[src/rtl/conv_pad_streamer.sv]
`default_nettype none
// ============================================================================
// Module      : conv_pad_streamer
// Description : Source side of the pixel stream that feeds the 3x3 line-buffer
//               convolution kernel. Takes an unpadded raster image
//               (IMAGE_WIDTH pixels per row, any height, end of frame marked by
//               i_last on the final pixel) and emits the zero-padded frame the
//               kernel expects: PAD zero rows top and bottom, and PAD zeros on
//               the left and right of every image row. Honours the kernel's
//               ready as backpressure.
// Revision    : 1.0 - initial release
// ----------------------------------------------------------------------------
// Parameters
//   IMAGE_WIDTH  unpadded pixels per row
//   PIXEL_DATAW  pixel width (unsigned)
//   PAD          border width, (FILTER_SIZE-1)/2, legal 1..4
// Ports
//   clk      in   rising-edge clock
//   reset    in   synchronous, active-high reset
//   i_valid  in   upstream pixel valid
//   i_x      in   upstream pixel
//   i_last   in   upstream pixel is the last of the frame
//   o_ready  out  this block accepts i_x this cycle
//   i_ready  in   downstream (conv kernel) ready
//   o_valid  out  padded-stream beat valid
//   o_y      out  padded-stream pixel
//   o_last   out  final beat of the padded frame
//   o_err    out  sticky framing error
// Build option
//   PAD_FRAME_CHECK_EN : when defined, o_err flags misplaced i_last markers;
//                        when undefined, o_err is tied low and no check
//                        logic exists.
// ============================================================================
module conv_pad_streamer #(
  parameter int IMAGE_WIDTH = 512,
  parameter int PIXEL_DATAW = 8,
  parameter int PAD         = 1
) (
  input  logic                   clk,
  input  logic                   reset,
  input  logic                   i_valid,
  input  logic [PIXEL_DATAW-1:0] i_x,
  input  logic                   i_last,
  output logic                   o_ready,
  input  logic                   i_ready,
  output logic                   o_valid,
  output logic [PIXEL_DATAW-1:0] o_y,
  output logic                   o_last,
  output logic                   o_err
);

  // Padded row length and counter widths.
  localparam int c_w2    = IMAGE_WIDTH + 2 * PAD;
  localparam int c_col_w = $clog2(c_w2);
  localparam int c_row_w = 3;

  // Column landmarks inside one padded row. The column counter runs over the
  // whole padded row: left pad, then body, then right pad.
  localparam logic [c_col_w-1:0] c_col_last     = c_col_w'(c_w2 - 1);
  localparam logic [c_col_w-1:0] c_col_lpad_end = c_col_w'(PAD - 1);
  localparam logic [c_col_w-1:0] c_col_body_end = c_col_w'(PAD + IMAGE_WIDTH - 1);
  localparam logic [c_col_w-1:0] c_col_one      = c_col_w'(1);
  localparam logic [c_row_w-1:0] c_row_last     = c_row_w'(PAD - 1);
  localparam logic [c_row_w-1:0] c_row_one      = c_row_w'(1);

  // Frame sequencer states.
  localparam logic [2:0] c_st_idle   = 3'd0;
  localparam logic [2:0] c_st_top    = 3'd1;
  localparam logic [2:0] c_st_lpad   = 3'd2;
  localparam logic [2:0] c_st_body   = 3'd3;
  localparam logic [2:0] c_st_rpad   = 3'd4;
  localparam logic [2:0] c_st_bottom = 3'd5;

  logic [2:0]             r_state;
  logic [c_col_w-1:0]     r_col;
  logic [c_row_w-1:0]     r_row;
  logic                   r_eof;
  logic                   r_valid;
  logic [PIXEL_DATAW-1:0] r_y;
  logic                   r_last;

  logic [2:0]             w_state_nxt;
  logic [c_col_w-1:0]     w_col_nxt;
  logic [c_row_w-1:0]     w_row_nxt;
  logic                   w_eof_nxt;
  logic                   w_load;
  logic [PIXEL_DATAW-1:0] w_beat_y;
  logic                   w_beat_last;
  logic                   w_slot_free;
  logic                   w_accept;

  // The single output register may take a new beat when it is empty or its
  // current beat is being consumed this cycle.
  assign w_slot_free = ~r_valid | i_ready;
  assign o_ready     = (r_state == c_st_body) & w_slot_free;
  assign w_accept    = i_valid & o_ready;

  assign o_valid = r_valid;
  assign o_y     = r_y;
  assign o_last  = r_last;

  // --------------------------------------------------------------------------
  // Next-state / beat generation
  // --------------------------------------------------------------------------
  always_comb begin
    w_state_nxt = r_state;
    w_col_nxt   = r_col;
    w_row_nxt   = r_row;
    w_eof_nxt   = r_eof;
    w_load      = 1'b0;
    w_beat_y    = '0;
    w_beat_last = 1'b0;

    case (r_state)
      c_st_idle: begin
        // The waiting pixel is only a trigger here; it is consumed in BODY
        // after the top border has been emitted.
        if (i_valid) begin
          w_state_nxt = c_st_top;
          w_col_nxt   = '0;
          w_row_nxt   = '0;
        end
      end

      c_st_top: begin
        if (w_slot_free) begin
          w_load = 1'b1;
          if (r_col == c_col_last) begin
            w_col_nxt = '0;
            if (r_row == c_row_last) begin
              w_row_nxt   = '0;
              w_state_nxt = c_st_lpad;
            end else begin
              w_row_nxt = r_row + c_row_one;
            end
          end else begin
            w_col_nxt = r_col + c_col_one;
          end
        end
      end

      c_st_lpad: begin
        if (w_slot_free) begin
          w_load    = 1'b1;
          w_col_nxt = r_col + c_col_one;
          if (r_col == c_col_lpad_end) begin
            w_state_nxt = c_st_body;
          end
        end
      end

      c_st_body: begin
        // Upstream bubbles simply leave the output slot empty.
        if (w_accept) begin
          w_load    = 1'b1;
          w_beat_y  = i_x;
          w_col_nxt = r_col + c_col_one;
          if (r_col == c_col_body_end) begin
            // Only the marker on the final pixel of a row ends the frame.
            w_eof_nxt   = i_last;
            w_state_nxt = c_st_rpad;
          end
        end
      end

      c_st_rpad: begin
        if (w_slot_free) begin
          w_load = 1'b1;
          if (r_col == c_col_last) begin
            w_col_nxt   = '0;
            w_row_nxt   = '0;
            w_state_nxt = r_eof ? c_st_bottom : c_st_lpad;
          end else begin
            w_col_nxt = r_col + c_col_one;
          end
        end
      end

      c_st_bottom: begin
        if (w_slot_free) begin
          w_load = 1'b1;
          if (r_col == c_col_last) begin
            w_col_nxt = '0;
            if (r_row == c_row_last) begin
              w_row_nxt   = '0;
              w_beat_last = 1'b1;
              w_eof_nxt   = 1'b0;
              w_state_nxt = c_st_idle;
            end else begin
              w_row_nxt = r_row + c_row_one;
            end
          end else begin
            w_col_nxt = r_col + c_col_one;
          end
        end
      end

      default: begin
        w_state_nxt = c_st_idle;
        w_col_nxt   = '0;
        w_row_nxt   = '0;
        w_eof_nxt   = 1'b0;
      end
    endcase
  end

  // --------------------------------------------------------------------------
  // Sequencer and output register
  // --------------------------------------------------------------------------
  always_ff @(posedge clk) begin
    if (reset) begin
      r_state <= c_st_idle;
      r_col   <= '0;
      r_row   <= '0;
      r_eof   <= 1'b0;
      r_valid <= 1'b0;
      r_y     <= '0;
      r_last  <= 1'b0;
    end else begin
      r_state <= w_state_nxt;
      r_col   <= w_col_nxt;
      r_row   <= w_row_nxt;
      r_eof   <= w_eof_nxt;
      if (w_load) begin
        r_valid <= 1'b1;
        r_y     <= w_beat_y;
        r_last  <= w_beat_last;
      end else if (i_ready) begin
        // Beat consumed with nothing to replace it: slot empties.
        r_valid <= 1'b0;
        r_last  <= 1'b0;
      end
    end
  end

  // --------------------------------------------------------------------------
  // Optional framing check
  // --------------------------------------------------------------------------
`ifdef PAD_FRAME_CHECK_EN
  logic r_err;
  logic r_last_taken;
  logic w_last_taken;
  logic w_bad_last;
  logic w_short_frame;

  assign w_last_taken = r_valid & r_last & i_ready;

  // End-of-frame marker on a body pixel that is not the end of a row.
  assign w_bad_last = w_accept & i_last & (r_col != c_col_body_end);

  // A new frame whose very first pixel already carries the end marker,
  // arriving right as the previous frame's final beat leaves.
  assign w_short_frame = (r_state == c_st_idle) & i_valid & i_last &
                         (w_last_taken | r_last_taken);

  always_ff @(posedge clk) begin
    if (reset) begin
      r_err        <= 1'b0;
      r_last_taken <= 1'b0;
    end else begin
      r_last_taken <= w_last_taken;
      if (w_bad_last | w_short_frame) begin
        r_err <= 1'b1;
      end
    end
  end

  assign o_err = r_err;
`else
  assign o_err = 1'b0;
`endif

endmodule
`default_nettype wire
[config.mk]
export PLATFORM = sky130hd
export DESIGN_NAME = conv_pad_streamer
export DESIGN_NICKNAME = d
export VERILOG_FILES = /design/src/rtl/conv_pad_streamer.sv
export SDC_FILE = /design/constraint.sdc
export NUM_CORES = 1
export LEC_CHECK = 0
export CELL_PAD_IN_SITES_DETAIL_PLACEMENT = 0
export CELL_PAD_IN_SITES_GLOBAL_PLACEMENT = 1
export CORE_ASPECT_RATIO = 0.75
export CORE_MARGIN = 8
export CORE_UTILIZATION = 39
export CTS_CLUSTER_SIZE = 25
export DETAILED_ROUTE_END_ITERATION = 8
export PLACE_DENSITY_LB_ADDON = 0.1
export SETUP_SLACK_MARGIN = 0.2
export SYNTH_ARGS = -nofsm -noshare
export SYNTH_HDL_FRONTEND = slang
export SYNTH_SLANG_ARGS = --single-unit
[constraint.sdc]
create_clock -name clk -period 1.8 [get_ports clk]
set_input_delay 0.45 -clock clk [delete_from_list [all_inputs] [get_ports clk]]
set_output_delay 0.45 -clock clk [all_outputs]
set_load 0.005 [all_outputs]
-- Word level (Yosys, flattened, before mapping)
Cells that the tools add are included.
- output and inout port bits: 12
- flip-flop bits (word level): 27
- bitwise gates (word level): 6
- multiplexer cells: 46
- reductions and logical operators: 13
- $add $sub $neg: 2
- equal/unequal tests: 23
- operator list (kind ; number):
    2-to-1 mux 3 bit ; 20
    2-to-1 mux 10 bit ; 5
    case mux 10 bit (4 select lines) ; 1
    != test 2 bit (second input constant) ; 12
    == test 10 bit (second input constant) ; 2
    case mux 3 bit (6 select lines) ; 1
    2-to-1 mux 8 bit ; 2
    2-to-1 mux 1 bit ; 14
    AND reduction 13 bit ; 1
    case mux 3 bit (4 select lines) ; 1
    AND reduction 6 bit ; 2
    adder 10 x 1 -> 10 bit (second input constant) ; 1
    logical NOT 10 bit ; 1
    != test 2 x 1 -> 1 bit (second input constant) ; 4
    OR reduction 4 bit ; 2
    == test 3 x 2 -> 1 bit (second input constant) ; 2
    == test 3 bit (second input constant) ; 2
    logical NOT 3 bit ; 2
    AND reduction 4 bit ; 1
    OR reduction 2 bit ; 2
    adder 3 x 1 -> 3 bit (second input constant) ; 1
    == test 3 x 1 -> 1 bit (second input constant) ; 1
    inverter 1 bit ; 3
    case mux 1 bit (3 select lines) ; 1
    other kinds (5) ; 6

-- Depth between registers and ports, before layout
- depth in word-level cells: 7
- gate-level depth with buffers: 7
- depth with buffers taken out: 7

-- Worst setup path after synthesis
Ideal clock, no wire load.
- path type: in2reg
- start: in i_ready
- end: reg r_col[4]
- buffers on the path: 1
- required time: 1714 ps
- arrival time: 1606 ps
- slack: 108 ps
- stages: 6
- cell sequence: nand2b_1 nor3_1 a211o_1 buf_2 or3_1 a211oi_1
- word-level cells in the longest chain between the ends: 5
- elaborated cells on any way between the ends: 7
- those cells by class: eq/ne (3); bitwise (3); reduce/logical (1)
- RTL lines (what ; RTL line ; RTL):
    from (decl) ; 45 ; input logic i_ready,
    bitwise OR 1 bit (*) ; 94 ; assign w_slot_free = ~r_valid | i_ready;
    bitwise AND 1 bit ; 95 ; assign o_ready = (r_state == c_st_body) & w_slot_free;
    bitwise AND 1 bit ; 96 ; assign w_accept = i_valid & o_ready;
    != test 2 bit (no line) ; -- ;
    AND reduction 4 bit (no line) (*) ; -- ;
    to (signal assigned) ; 221 ; r_col <= w_col_nxt;
    to (decl) ; 75 ; logic [c_col_w-1:0] r_col;
Every way passes the cells marked *; elsewhere a longest branch is shown, timed or not.
A chain may end at the register's enable or synchronous reset.

-- Final worst setup path
- start: reg r_col[6]
- end: reg r_col[3]
- word-level cells in the longest chain between the ends: 4
- RTL lines (what ; RTL line ; RTL):
    == test 10 bit ; 128, 169, 182 ;
    2-to-1 mux 10 bit ; 128, 169, 182 ;
    2-to-1 mux 10 bit ; 167 ; if (w_slot_free) begin
    case mux 10 bit (4 select lines) ; 114 ; case (r_state)
Every way passes these cells. The select of a mux whose other input is x is not followed.

==> flow_summary_export.csv <==
group,metric,value,unit
run_status,status,"finished, final reports clean",
yosys,syn_inst,187,
cells_and_area,final_nets,269,
grt,grt_pass1_vias,1639,
min_path,hold_end,"o_y[1]",
grt,antenna_found_initial,0,
yosys,synth_enable_flop_cells,0,
power,vdd_ir_drop_max,626,uV
yosys,synth_nets,205,
yosys,yosysWarnings,0,
yosys,synth-seq-cells,27,
clock_network,cts.clk_slew.worst_paths,0.10,ns
grt,grt_overflow,0,
yosys,syn_area,1550,um^2
routing,via_count,1670,
min_path,hp-start,"o_y[1]",
sta,timing_hold_violations_final,0,
clock_network,numCtsBuffers,3,
sta,period_needed,1.80,ns
floorplan,rows,20,
grt,grt_start_max_net_pins,18,
yosys,synth_top_area_share,34.8,%
grt,grt_first_pass_wirelength,7870,um
routing,wl,4830,um
worst_setup_path,cp.required,1.98,ns
worst_setup_path,rrSetupSlack,0.004,ns
cells_and_area,post_route_cells_drive_above_1_share,37.6,%
worst_setup_path,reg2reg_depth,6,
power,p_per_area,1050,nW/um^2
clock_network,cts.sinks,27,
clock_network,clock_latency,0.28,ns
worst_setup_path,arrival,1.97,ns
sta,rsz0062_at_grt,"true",
routing,routed_via_density,5.48,
power,p_total,2.48,mW
power,p_leak,1.07,nW
yosys,synth_cell_type_count,47,
worst_setup_path,end_kind,"register",
yosys,yosysSeqAreaShare,34.8,%
floorplan,dieArea,6270,um^2
worst_setup_path,rr_startpoint,"r_col[6]",
grt,grtUsageMet1,19.9,%
min_path,hold_class,"reg -> reg",
worst_setup_path,r2r-end,"r_col[3]",
cells_and_area,layoutNonFillerInstCount,305,
yosys,synth.most_common_cell,"dfxtp_1",
grt,use_met3,3.94,%
worst_setup_path,path_max_fanout,7,
yosys,synth_commonest_cells,"dfxtp_1 (27), nor2_1 (17), nand2_1 (13), o21ai_0 (13)",
cells_and_area,nFillCells,332,
yosys,ys_top_cells_by_area,"dfxtp_1 (35%), o21ai_0 (4.2%), nor2_1 (4.1%)",
floorplan,dieHeight,70.6,um
routing,post-route-drc-count,0,
floorplan,dieWidth,88.8,um
grt,grt_use_met2,25.1,%
routing,drtAntennaViolNets,0,
grt,grt_usage,15.3,%
min_path,holdPathStages,2,
yosys,synthFlopType,"dfxtp_1",
placed_design,place_area,2100,um^2
sta,tns,0,ns
routing,drt_iter0_drc,112,
worst_setup_path,cp-start-kind,"register",
yosys,yosysTopAreaCell,"dfxtp_1",
clock_network,cts_tree,"yes",
floorplan,coreArea,3930,um^2
placed_design,dp_hpwl,3540,um
cells_and_area,syn2layout_area_growth,52.6,%
clock_network,cts_root_buf,"clkbuf_8",
placed_design,gp_congestion,0.874,
clock_network,clockBufferDepth,2,
placed_design,port_buffers,23,
cells_and_area,diodes,0,
yosys,synthArstFlopShare,0,%
routing,firstDrtPassIters,4,
yosys,syn-mean-instance-area,8.30,um^2
clock_network,cts_max_level,1,
worst_setup_path,crit_type,"reg -> reg",
run,drv_cap,0,
sta,max_freq,557,MHz
grt,busiest_layer,"met2",
routing,wl_per_cell,15.8,um
floorplan,start_util,39.5,%
sta,timing.final.crit_share,99.8,%
floorplan,ios,25,
sta,drv_slew,0,
placed_design,placed_cells,293,
sta,skew,0.00180,ns
cells_and_area,stdcell_area,2370,um^2
sta,setup_viol,0,
cells_and_area,utilization,60.3,%
==> routing by layer <==
metal	part of all wire (%)	routed length (um)
met5	0	0
met4	0.23	11
met3	6.2	300
met2	48	2310
met1	46	2210
==> layout make-up <==
type	instances	area [um^2]	share of cell area, %
clock buffer	3	41.3	1.74
clock inverter	1	8.76	0.370
inverter	9	33.8	1.43
multi-input combinational	140	1040	44.0
sequential	27	559	23.6
tap	55	68.8	2.91
timing repair buffer	70	613	25.9
==> cell families (layout without fill, tap and decap cells) <==
group	Yosys count	after routing	synth area share (%)
other	1	1	0.242
DFF	27	27	34.8
and+or+nand+nor	79	79	28.5
buffers and inverters	20	83	5.89
muxes	2	2	1.37
adders and majority gates	5	5	4.03
AOI/OAI and AO/OA	52	52	24.5
xor gates and xnor gates	1	1	0.565
==> cell usage in the layout (no fill, tap or decap), types with 5 or more instances in the layout <==
| cell | synthesis | layout |
|---|---|---|
| nor3b_1 | 6 | 5 |
| buf_6 | 1 | 5 |
| inv_1 | 8 | 8 |
| buf_4 | 1 | 41 |
| nand2_1 | 13 | 13 |
| a22oi_1 | 8 | 8 |
| dfxtp_2 | 0 | 12 |
| nor2_1 | 17 | 15 |
| a32o_1 | 5 | 5 |
| and3_1 | 8 | 7 |
| a31oi_1 | 5 | 5 |
| dlymetal6s2s_1 | 0 | 7 |
| nand3_1 | 8 | 5 |
| ha_1 | 5 | 5 |
| clkdlybuf4s50_1 | 0 | 11 |
| o21ai_0 | 13 | 10 |
| dfxtp_1 | 27 | 14 |
==> state kept, by name, indices dropped and copies added, names as in the netlist <==
signal / flops
r_col: 10
o_y: 8
r_eof: 1
r_state: 3
o_valid: 1
o_last: 1
r_row: 3
==> repair_timing <==
item,in CTS,in global routing
cloned,0,1
hold buffers,0,0
endpoints found under the setup margin,32,36
setup buffers,7,0
gates resized for setup,32,25
pin swaps,12,14
==> power breakdown <==
group          internal [mW]  total (mW)  switching, mW  leakage (nW)
sequential             0.654       0.703         0.0488         0.225
combinational          0.669        1.40          0.736         0.815
clock                  0.163       0.373          0.210        0.0261
==> worst max-delay path: stages (launching register included) <==
cell      delay, ns
dfxtp_2        0.35
nor4_4         0.30
nand2_2        0.14
o311ai_4       0.43
nor2_1         0.09
buf_4          0.17
a32o_1         0.20
==> how the worst max path moves through the flow <==
stage,to,cells after the start,from,slack (ns)
floorplan,r_col[5],5,r_col[6],0.12
global placement,r_col[8],6,i_ready,-0.48
detailed placement,r_col[8],6,i_ready,-0.55
CTS,r_col[5],6,r_col[3],0.02
global route,r_col[8],7,r_col[1],-0.07
finish,r_col[3],6,r_col[6],0.004
==> through the flow <==
| step | setup WS, ns | hold WS, ns |
|---|---|---|
| final | 0.00431 | 0.502 |
| after CTS | 0.0165 | 0.512 |
| after global routing | -0.0710 | 0.532 |
| after detailed placement | -0.547 | 0.482 |
| after floorplan | 0.117 | 0.457 |
| after global placement | -0.476 | 0.478 |
Power figures use the tool's default switching activity.
